==> src/rtl/sram_arbiter_pkg.sv <==
// Shared types and constants for the two-requester SRAM arbiter.
package sram_arb_pkg;

  // Default SRAM geometry
  localparam int D_WIDTH_DEF = 8;
  localparam int A_WIDTH_DEF = 4;

  // Requester identifier: 0 or 1
  typedef logic req_id_t;

  // Value of a requester's we input for each access kind
  localparam logic WR = 1'b1;
  localparam logic RD = 1'b0;

  // Contention counter saturates here
  localparam logic [7:0] CONFLICT_MAX = 8'hFF;

endpackage

==> src/rtl/sram_arbiter_rr_arb2.sv <==
// Two-way grant generator: round-robin on contention, or fixed priority
// to requester 0 when mode is set. Output grant is one-hot or zero.
module rr_arb2 (
  input  logic [1:0] req,
  input  logic       ptr,
  input  logic       mode,
  output logic [1:0] gnt
);

  // Single request wins outright; contention resolved by mode/ptr
  always_comb begin
    gnt = 2'b00;
    if (req == 2'b11) begin
      gnt = (mode || !ptr) ? 2'b01 : 2'b10;
    end else begin
      gnt = req;
    end
  end

endmodule

==> src/rtl/sram_arbiter.sv <==
// Shares one single-port SRAM (active-low cen/wen, registered Q) between
// two requesters. Per-cycle arbitration drives the SRAM pins directly;
// read data returns one cycle after the grant to the requester that
// issued the read, qualified by its rvalid strobe.
//
// Handshake: a requester holds req/we/addr/wdata stable until gnt is seen
// high in the same cycle; gnt high at a rising edge means the access is
// taken. Writes complete with gnt; reads complete with rvalid exactly one
// cycle later. Dropping req before gnt withdraws the request.
module sram_arbiter
  import sram_arb_pkg::*;
#(
  parameter int D_WIDTH    = D_WIDTH_DEF,
  parameter int A_WIDTH    = A_WIDTH_DEF,
  parameter int FIXED_PRIO = 0
) (
  input  logic               clk,
  input  logic               rst_n,
  input  logic               req0,
  input  logic               req1,
  input  logic               we0,
  input  logic               we1,
  input  logic [A_WIDTH-1:0] addr0,
  input  logic [A_WIDTH-1:0] addr1,
  input  logic [D_WIDTH-1:0] wdata0,
  input  logic [D_WIDTH-1:0] wdata1,
  output logic               gnt0,
  output logic               gnt1,
  output logic               rvalid0,
  output logic               rvalid1,
  output logic [D_WIDTH-1:0] rdata0,
  output logic [D_WIDTH-1:0] rdata1,
  output logic               sram_cen,
  output logic               sram_wen,
  output logic [A_WIDTH-1:0] sram_a,
  output logic [D_WIDTH-1:0] sram_d,
  input  logic [D_WIDTH-1:0] sram_q,
  output logic               busy,
  output logic [7:0]         conflicts
);

  logic [1:0] req_v;
  logic [1:0] gnt_v;
  logic       any_gnt;
  req_id_t    winner;
  logic       win_we;
  logic       rd_grant;

  logic       rr_ptr;
  logic       rd_pend;
  req_id_t    rd_id;
  logic [7:0] conflict_cnt;

  // Requests are masked while in reset so no grant or SRAM access leaks out
  assign req_v = rst_n ? {req1, req0} : 2'b00;

  rr_arb2 u_arb (
    .req  (req_v),
    .ptr  (rr_ptr),
    .mode (FIXED_PRIO != 0),
    .gnt  (gnt_v)
  );

  assign gnt0    = gnt_v[0];
  assign gnt1    = gnt_v[1];
  assign any_gnt = |gnt_v;
  assign winner  = gnt_v[1];

  // SRAM pin mux: winner's access, or an idle (deselected, zeroed) bus
  always_comb begin
    sram_cen = 1'b1;
    sram_wen = 1'b1;
    sram_a   = '0;
    sram_d   = '0;
    win_we   = RD;
    if (any_gnt) begin
      win_we   = winner ? we1 : we0;
      sram_cen = 1'b0;
      sram_wen = ~win_we;
      sram_a   = winner ? addr1 : addr0;
      sram_d   = winner ? wdata1 : wdata0;
    end
  end

  assign rd_grant = any_gnt && (win_we == RD);

  // Arbitration state: fairness pointer, read-return tag, contention count
  always_ff @(posedge clk or negedge rst_n) begin
    if (!rst_n) begin
      rr_ptr       <= 1'b0;
      rd_pend      <= 1'b0;
      rd_id        <= 1'b0;
      conflict_cnt <= 8'h00;
    end else begin
      if (any_gnt) begin
        rr_ptr <= ~winner;
      end
      rd_pend <= rd_grant;
      if (rd_grant) begin
        rd_id <= winner;
      end
      if ((req_v == 2'b11) && (conflict_cnt != CONFLICT_MAX)) begin
        conflict_cnt <= conflict_cnt + 8'd1;
      end
    end
  end

  // Read return: registered SRAM Q routed to the tagged requester only
  assign rvalid0   = rd_pend && (rd_id == 1'b0);
  assign rvalid1   = rd_pend && (rd_id == 1'b1);
  assign rdata0    = rvalid0 ? sram_q : '0;
  assign rdata1    = rvalid1 ? sram_q : '0;
  assign busy      = rd_pend;
  assign conflicts = conflict_cnt;

endmodule

==> config.mk <==
export PLATFORM = sky130hd
export DESIGN_NAME = sram_arbiter
export DESIGN_NICKNAME = d
export VERILOG_FILES = /design/src/rtl/sram_arbiter_pkg.sv /design/src/rtl/sram_arbiter_rr_arb2.sv /design/src/rtl/sram_arbiter.sv
export SDC_FILE = /design/constraint.sdc
export NUM_CORES = 1
export LEC_CHECK = 0
export ABC_CLOCK_PERIOD_IN_PS = 2900
export CELL_PAD_IN_SITES_DETAIL_PLACEMENT = 1
export CELL_PAD_IN_SITES_GLOBAL_PLACEMENT = 2
export CORE_UTILIZATION = 16
export CTS_CLUSTER_DIAMETER = 120
export DETAILED_ROUTE_END_ITERATION = 16
export HOLD_SLACK_MARGIN = 0.03
export PLACE_DENSITY = 0.9
export SETUP_SLACK_MARGIN = 0.02
export SYNTH_ARGS = -nofsm -noshare
export SYNTH_HDL_FRONTEND = slang
export SYNTH_HIERARCHICAL = 1
export SYNTH_SLANG_ARGS = --single-unit
==> constraint.sdc <==
create_clock -name clk -period 2.9 [get_ports clk]
set_input_delay 0.58 -clock clk [delete_from_list [all_inputs] [get_ports clk]]
set_output_delay 0.58 -clock clk [all_outputs]
set_load 0.005 [all_outputs]
==> metrics.md, run 1 <==
| Metric | Value |
|---|---|
| Status | `finished, final reports clean` |
| Synth top area share | `32.02%` |
| Vias per inst | `4.296` |
| Area grow syn2layout | `113.1%` |
| Post-CTS setup buffer count | `0` |
| Number of clock sinks | `11` |
| Mapped Nets | `135` |
| Most common flop cell mapped by yosys | `dfrtp_1` |
| Worst IR Drop VDD | `0.0004207 V` |
| Synth area leader | `dfrtp_1` |
| Cts bufs inserted | `3` |
| Die footprint | `5669 sq um` |
| Hold Slack | `0.4555 ns` |
| CTS resizes | `14` |
| Drt first-iter violations | `11` |
| Crit path to | `sram_d[3]` |
| Hold buffers post-CTS | `0` |
| Drt pass-1 iters | `4` |
| Routability cong. | `0.7401` |
| Cell count after placement | `249` |
| CP Data Required Time | `2.32 ns` |
| Max Cap Violations | `0` |
| Post-route antenna net violation count | `0` |
| Crit path kind | `primary input to output pin` |
| Startpoint class of the critical path | `primary input` |
| Core area | `5140 sq um` |
| Synth area leaders | `dfrtp_1, a22o_1, and2_1, and3_1, mux2_1` |
| CP Data Arrival Time | `2.14 ns` |
| Routed wire length | `3.114 mm` |
| Fmax | `0.3681 GHz` |
| Worst-path clk slew | `0.05 ns` |
| Post-Synthesis Mean Instance Area | `8.954 sq um` |
| Commonest cells after routing, fill and taps aside | `clkdlybuf4s50_1, dlygate4sd2_1, a22o_1` |
| CTS tree | `built` |
| Clock root buffer | `clkbuf_8` |
| Unrepaired setup endpoints after global routing | `no` |
| R2R cell count | `4` |
| First-pass GRT wire length | `4.740 mm` |
| Antenna diode count | `0` |
| Reg-to-reg critical path endpoint | `conflicts[1]` |
| Layout Nets | `223` |
| Wirelength per Cell | `12.31 microns` |
| Synthesis-stage register bit count | `11` |
| Synthesized instance count | `96` |
| Starting Density | `16.72%` |
| Worst Setup SP | `req0` |
| Post-synth EDFFs | `0` |
| Clk_lat worst skew | `0.24 ns` |
| Final Setup Violations | `0` |
| Distinct cells, synth | `35` |
| Final Cycle Share | `93.69%` |
| Max Buffers Root-to-Sink | `2` |
| Pwr/cell area | `402.1 nW/um^2` |
| Vias | `1087` |
| Largest net degree at the start of global routing | `16` |
| Row count | `26` |
| Drt drc | `0` |
| Sequential area share after synthesis | `32.02%` |
| Die X | `75.30 microns` |
| Die Height | `75.30 microns` |
| Netlist area before placement | `859.6 sq um` |
| Worst setup EP type | `output pin` |
| DP Worst Slack | `-0.1334 ns` |
| Max FO, Critical Path | `13` |
| Io pins | `81` |
| CTS H-tree depth | `1` |
| Fraction of layout cells with a size suffix above 1 | `10.38%` |
| All-Layer GR Usage | `10.57%` |
| HP Class | `primary input to async pin` |
| Initial antenna violation count | `0` |
| Gr ovfl total | `0` |
| Most common cell after layout, fill and taps aside | `clkdlybuf4s50_1` |
| Leakage | `0.7921 nW` |
| R2R setup slack | `1.39 ns` |
| Synth async-reset ratio | `100.0%` |
| Yosys warning total | `6` |
| Final Max Slew Viols | `0` |
| Fin Clk Skew | `0.002815 ns` |
| Origin of the critical flop-to-flop path | `conflicts[0]` |
| Number of global-route vias before repair | `1065` |
| Post-DP HPWL | `2.549 mm` |
| Fin. Hold Viols | `0` |
| PortBufs | `80` |
| PnR worst setup slack | `0.1830 ns` |
| Final non-filler cell total | `253` |
| Post-layout min period | `2.717 ns` |
critical path, cell delays in order:
cell and delay, ns:
clkdlybuf4s50_1 0.48, and2_1 0.13, inv_1 0.04, o21a_1 0.22, nor2b_2 0.16, buf_12 0.15, a22o_1 0.13, dlygate4sd2_1 0.25
cells by family (layout without fill, tap and decap cells):
| group | Yosys count | after routing | share of synthesized area [%] |
|---|---|---|---|
| simple gates | 45 | 45 | 32.90 |
| compound gates | 27 | 27 | 24.89 |
| flops | 11 | 11 | 32.02 |
| buf+inv | 7 | 94 | 3.494 |
| mux | 3 | 3 | 3.784 |
| fa+ha+maj | 1 | 1 | 1.455 |
| other cells | 1 | 1 | 0.4363 |
| xor+xnor | 1 | 1 | 1.019 |
sequential cells by signal (all words and copies together), names as in the netlist:
signal	cells
busy	1
rr_ptr	1
rd_id	1
conflicts	8
worst min path at each step:
stage / start / to / cells after the start
3_3_place_gp: rr_ptr / rr_ptr / 2
6_report: rst_n / conflicts[3] / 2
5_1_grt: rst_n / conflicts[3] / 2
2_1_floorplan: rst_n / busy / 0
3_5_place_dp: rr_ptr / rr_ptr / 2
4_1_cts: rst_n / conflicts[3] / 2
layout make-up:
class | instances | area, sq um
sequential | 11 | 275.3
timing repair buffer | 88 | 862.1
fill | 643 | 3308
tap | 70 | 87.58
inverter | 2 | 7.507
multi-input combinational | 78 | 554.3
clock buffer | 4 | 45.04
synthesized netlist by cell type, drive strengths merged, types with 2 or more instances:
cell type and instances:
mux2 2, nand2b 2, nor2b 4, a22o 12, a21oi 2, o21a 2
o21ai 3, a31oi 2, dfrtp 11, a211oi 2, buf 3, clkbuf 2
nand3 3, nand2 3, and3 10, inv 2, nand4 3, nor2 5
and2 12
metrics by stage:
| stage | total power, mW | instance area, sq um | util (%) | TNS (ns) |
|---|---|---|---|---|
| 6_report | 0.7366 | 1832 | 35.64 | 0 |
| 5_1_grt | 0.7941 | 1832 | 35.64 | 0 |
| 4_1_cts | 0.7519 | 1826 | 35.52 | 0 |
| 3_5_place_dp | 0.5989 | 1798 | 34.98 | -1.360 |
| 3_3_place_gp | 0.5930 | 1798 | 34.98 | -1.157 |
| 2_1_floorplan | 0.3759 | 859.6 | - | 0 |
power breakdown:
group	switching [mW]	leakage [nW]	total, mW	internal, mW
clock	0.0592	0.0228	0.156	0.0967
combinational	0.109	0.630	0.318	0.210
sequential	0.0674	0.139	0.262	0.195
total	0.235	0.792	0.737	0.501
metal layers:
metal  share of wire [%]  vias to the layer above  track usage (%)
met5                   0                        -                0
met4                   0                        0            2.469
met3                 8.3                        0            2.381
met2                  50                       44            18.75
met1                  42                      512            13.00
li1                    -                      531                -
Power figures use the tool's default switching activity.
==> run 2, diff against run 1 <==
--- a/config.mk
+++ b/config.mk
@@ -14,6 +14,7 @@
 export HOLD_SLACK_MARGIN = 0.03
 export PLACE_DENSITY = 0.9
 export SETUP_SLACK_MARGIN = 0.02
+export SLEW_MARGIN = 20
 export SYNTH_ARGS = -nofsm -noshare
 export SYNTH_HDL_FRONTEND = slang
 export SYNTH_HIERARCHICAL = 1
==> results of run 2 <==
No change in the layout: final DEF, timing and power equal those of run 1.
==> run 3, diff against run 2 <==
--- a/config.mk
+++ b/config.mk
@@ -8,11 +8,12 @@
 export ABC_CLOCK_PERIOD_IN_PS = 2900
 export CELL_PAD_IN_SITES_DETAIL_PLACEMENT = 1
 export CELL_PAD_IN_SITES_GLOBAL_PLACEMENT = 2
-export CORE_UTILIZATION = 16
+export CORE_UTILIZATION = 31
 export CTS_CLUSTER_DIAMETER = 120
 export DETAILED_ROUTE_END_ITERATION = 16
+export DONT_BUFFER_PORTS = 1
 export HOLD_SLACK_MARGIN = 0.03
-export PLACE_DENSITY = 0.9
+export PLACE_DENSITY = 0.83
 export SETUP_SLACK_MARGIN = 0.02
 export SLEW_MARGIN = 20
 export SYNTH_ARGS = -nofsm -noshare
==> constraint.sdc (replaced) <==
create_clock -name clk -period 2.9 [get_ports clk]
set_input_delay 0.58 -clock clk [delete_from_list [all_inputs] [get_ports clk]]
set_output_delay 0.58 -clock clk [all_outputs]
set_load 0.01 [all_outputs]
==> run 3 against run 2 <==
Against the previous run: worst setup slack better by 0.32 ns; non-clock buffer count is 85 lower; cell count is 49% lower; routed wire length is 27% lower; highest routed layer is now met4.
==> metrics.md, run 3 (synthesis gave the netlist of run 1 again) <==
| Metric | Value |
|---|---|
| Die footprint | `2987 sq um (-47%)` |
| Number of global-route vias before repair | `738 (-31%)` |
| Routed wire length | `2.272 mm (-27%)` |
| Commonest cells after routing, fill and taps aside | `a22o_1, and2_1, dfrtp_1` |
| Max Buffers Root-to-Sink | `2 (unchanged)` |
| Fin Setup TNS | `0 ns (unchanged)` |
| Largest register FFs | `8 (unchanged)` |
| Cell count after placement | `123 (-51%)` |
| Pwr/cell area | `590.2 nW/um^2 (+47%)` |
| Post-route antenna net violation count | `0 (unchanged)` |
| Drt drc | `0 (unchanged)` |
| Clk_lat worst skew | `0.26 ns (+0.02 ns)` |
| Post-DP HPWL | `1.824 mm (-28%)` |
| Max Cap Violations | `0 (unchanged)` |
| Drt first-iter violations | `10 (-1)` |
| Number of clock sinks | `11 (unchanged)` |
| Final Util | `36.38% (+0.74 points)` |
| DP Area | `889.6 sq um (-51%)` |
| Fraction of layout cells with a size suffix above 1 | `13.27% (+2.9 points)` |
| Wirelength per Cell | `17.75 microns (+44%)` |
| CP Data Required Time | `2.32 ns (about the same)` |
| Antenna diode count | `0 (unchanged)` |
| All-Layer GR Usage | `14.92% (+4.4 points)` |
| Most common cell after layout, fill and taps aside | `a22o_1` |
| Clock root buffer | `clkbuf_4` |
| Vias per inst | `6.148 (+43%)` |
| Leakage | `0.4057 nW (-49%)` |
| Crit path kind | `flop to output pin` |
| Routability cong. | `0.6877 (-7.1%)` |
| Status | `finished, final reports clean` |
| Hold Slack | `0.4193 ns (-0.03625 ns)` |
| Die Height | `54.66 microns (-27%)` |
| Post-layout min period | `2.394 ns (-0.3229 ns)` |
| Largest net degree at the start of global routing | `19 (+3)` |
| HP Class | `primary input to flop` |
| Final Setup Violations | `0 (unchanged)` |
| PortBufs | `0 (-100%)` |
| Max FO, Critical Path | `13 (unchanged)` |
| Max transition margin | `63.11%` |
| Fin. Hold Viols | `0 (unchanged)` |
| Vias | `787 (-28%)` |
| Fin Clk Skew | `0.0004362 ns (-0.002379 ns)` |
| Io pins | `81 (unchanged)` |
| Final Max Slew Viols | `0 (unchanged)` |
| Unrepaired setup endpoints after global routing | `no` |
| Drt pass-1 iters | `4 (unchanged)` |
| CTS tree | `built` |
| Post-CTS setup buffer count | `0 (unchanged)` |
| First-pass GRT wire length | `3.249 mm (-31%)` |
| Area grow syn2layout | `7.715%` |
| Design Area, Final | `925.9 sq um (-49%)` |
| Tot Pwr | `546.5 uW (-26%)` |
| PnR worst setup slack | `0.5059 ns (+0.3229 ns)` |
| Starting Density | `33.78% (+17 points)` |
| Cts bufs inserted | `3 (unchanged)` |
| Worst setup EP type | `output pin` |
| CTS H-tree depth | `1 (unchanged)` |
| Initial antenna violation count | `0 (unchanged)` |
| Gr ovfl total | `0 (unchanged)` |
| Worst IR Drop VDD | `0.0003452 V (-18%)` |
| Layout Nets | `138 (-38%)` |
| Startpoint class of the critical path | `flop` |
| Row count | `18 (-31%)` |
| Final non-filler cell total | `128 (-49%)` |
| DP Worst Slack | `0.5777 ns (+0.7111 ns)` |
| Worst-Margin Slew | `0.5521 ns` |
| Worst-path clk slew | `0.07 ns (+0.02 ns)` |
| CP Data Arrival Time | `1.81 ns (-0.33 ns)` |
| Fmax | `0.4177 GHz (+13%)` |
| Core area | `2545 sq um (-50%)` |
| Final Cycle Share | `82.56% (-11 points)` |
| Die X | `54.66 microns (-27%)` |
==> run 3: cell types whose count changed in the layout (fill, tap and decap cells not counted), moves of 3 or more <==
| cell | previous run | this run |
|---|---|---|
| buf_4 | 6 | 2 |
| clkbuf_8 | 3 | 0 |
| dlygate4sd2_1 | 14 | 0 |
| clkbuf_4 | 0 | 3 |
| clkdlybuf4s50_1 | 65 | 0 |
==> run 3: critical path: stages (launching register included) <==
cell     delay [ns]
dfrtp_1        0.39
nor2b_4        0.13
a21oi_1        0.13
buf_4          0.16
nor2b_2        0.46
a22o_1         0.28
==> run 3: layer usage <==
metal  vias up  global-route usage (%)  share of wire (%)
li1        359                       -                  -
met1       385                   17.11                 38
met2        41                   27.11                 56
met3         2                   2.778                5.4
met4         0                   5.128               0.40
met5         -                       0                  0
==> run 3: final timing paths <==
| path | from | endpoint | slack, ns | depth (start not counted) |
|---|---|---|---|---|
| worst max-delay path | rr_ptr | sram_d[4] | 0.51 | 5 |
| worst min-delay path | we0 | busy | 0.42 | 1 |
| worst max register to register | conflicts[0] | conflicts[1] | 1.27 | 4 |
| worst min register to register | rr_ptr | rr_ptr | 0.51 | 2 |
| max in group asynchronous | rst_n | busy | 1.84 | 1 |
| min in group asynchronous | rst_n | conflicts[2] | 0.72 | 1 |
==> run 3: layout make-up <==
type,instances,area [sq um]
multi-input cells,78,554.3
repair buffers,3,25.02
fillers,301,1619
well taps,30,37.54
clock buffers,4,26.28
flip-flops and latches,11,275.3
inverters,2,7.507
==> run 3: power by group <==
group / switching (mW) / internal [mW] / leakage, nW
Clock: 0.0535 / 0.0532 / 0.0150
Sequential: 0.0914 / 0.194 / 0.139
Combinational: 0.0856 / 0.0689 / 0.252
==> run 3: what timing repair did <==
item	in CTS	in global routing
gates resized for setup	0	0
endpoints found under the hold margin	11	0
hold buffers	1	0
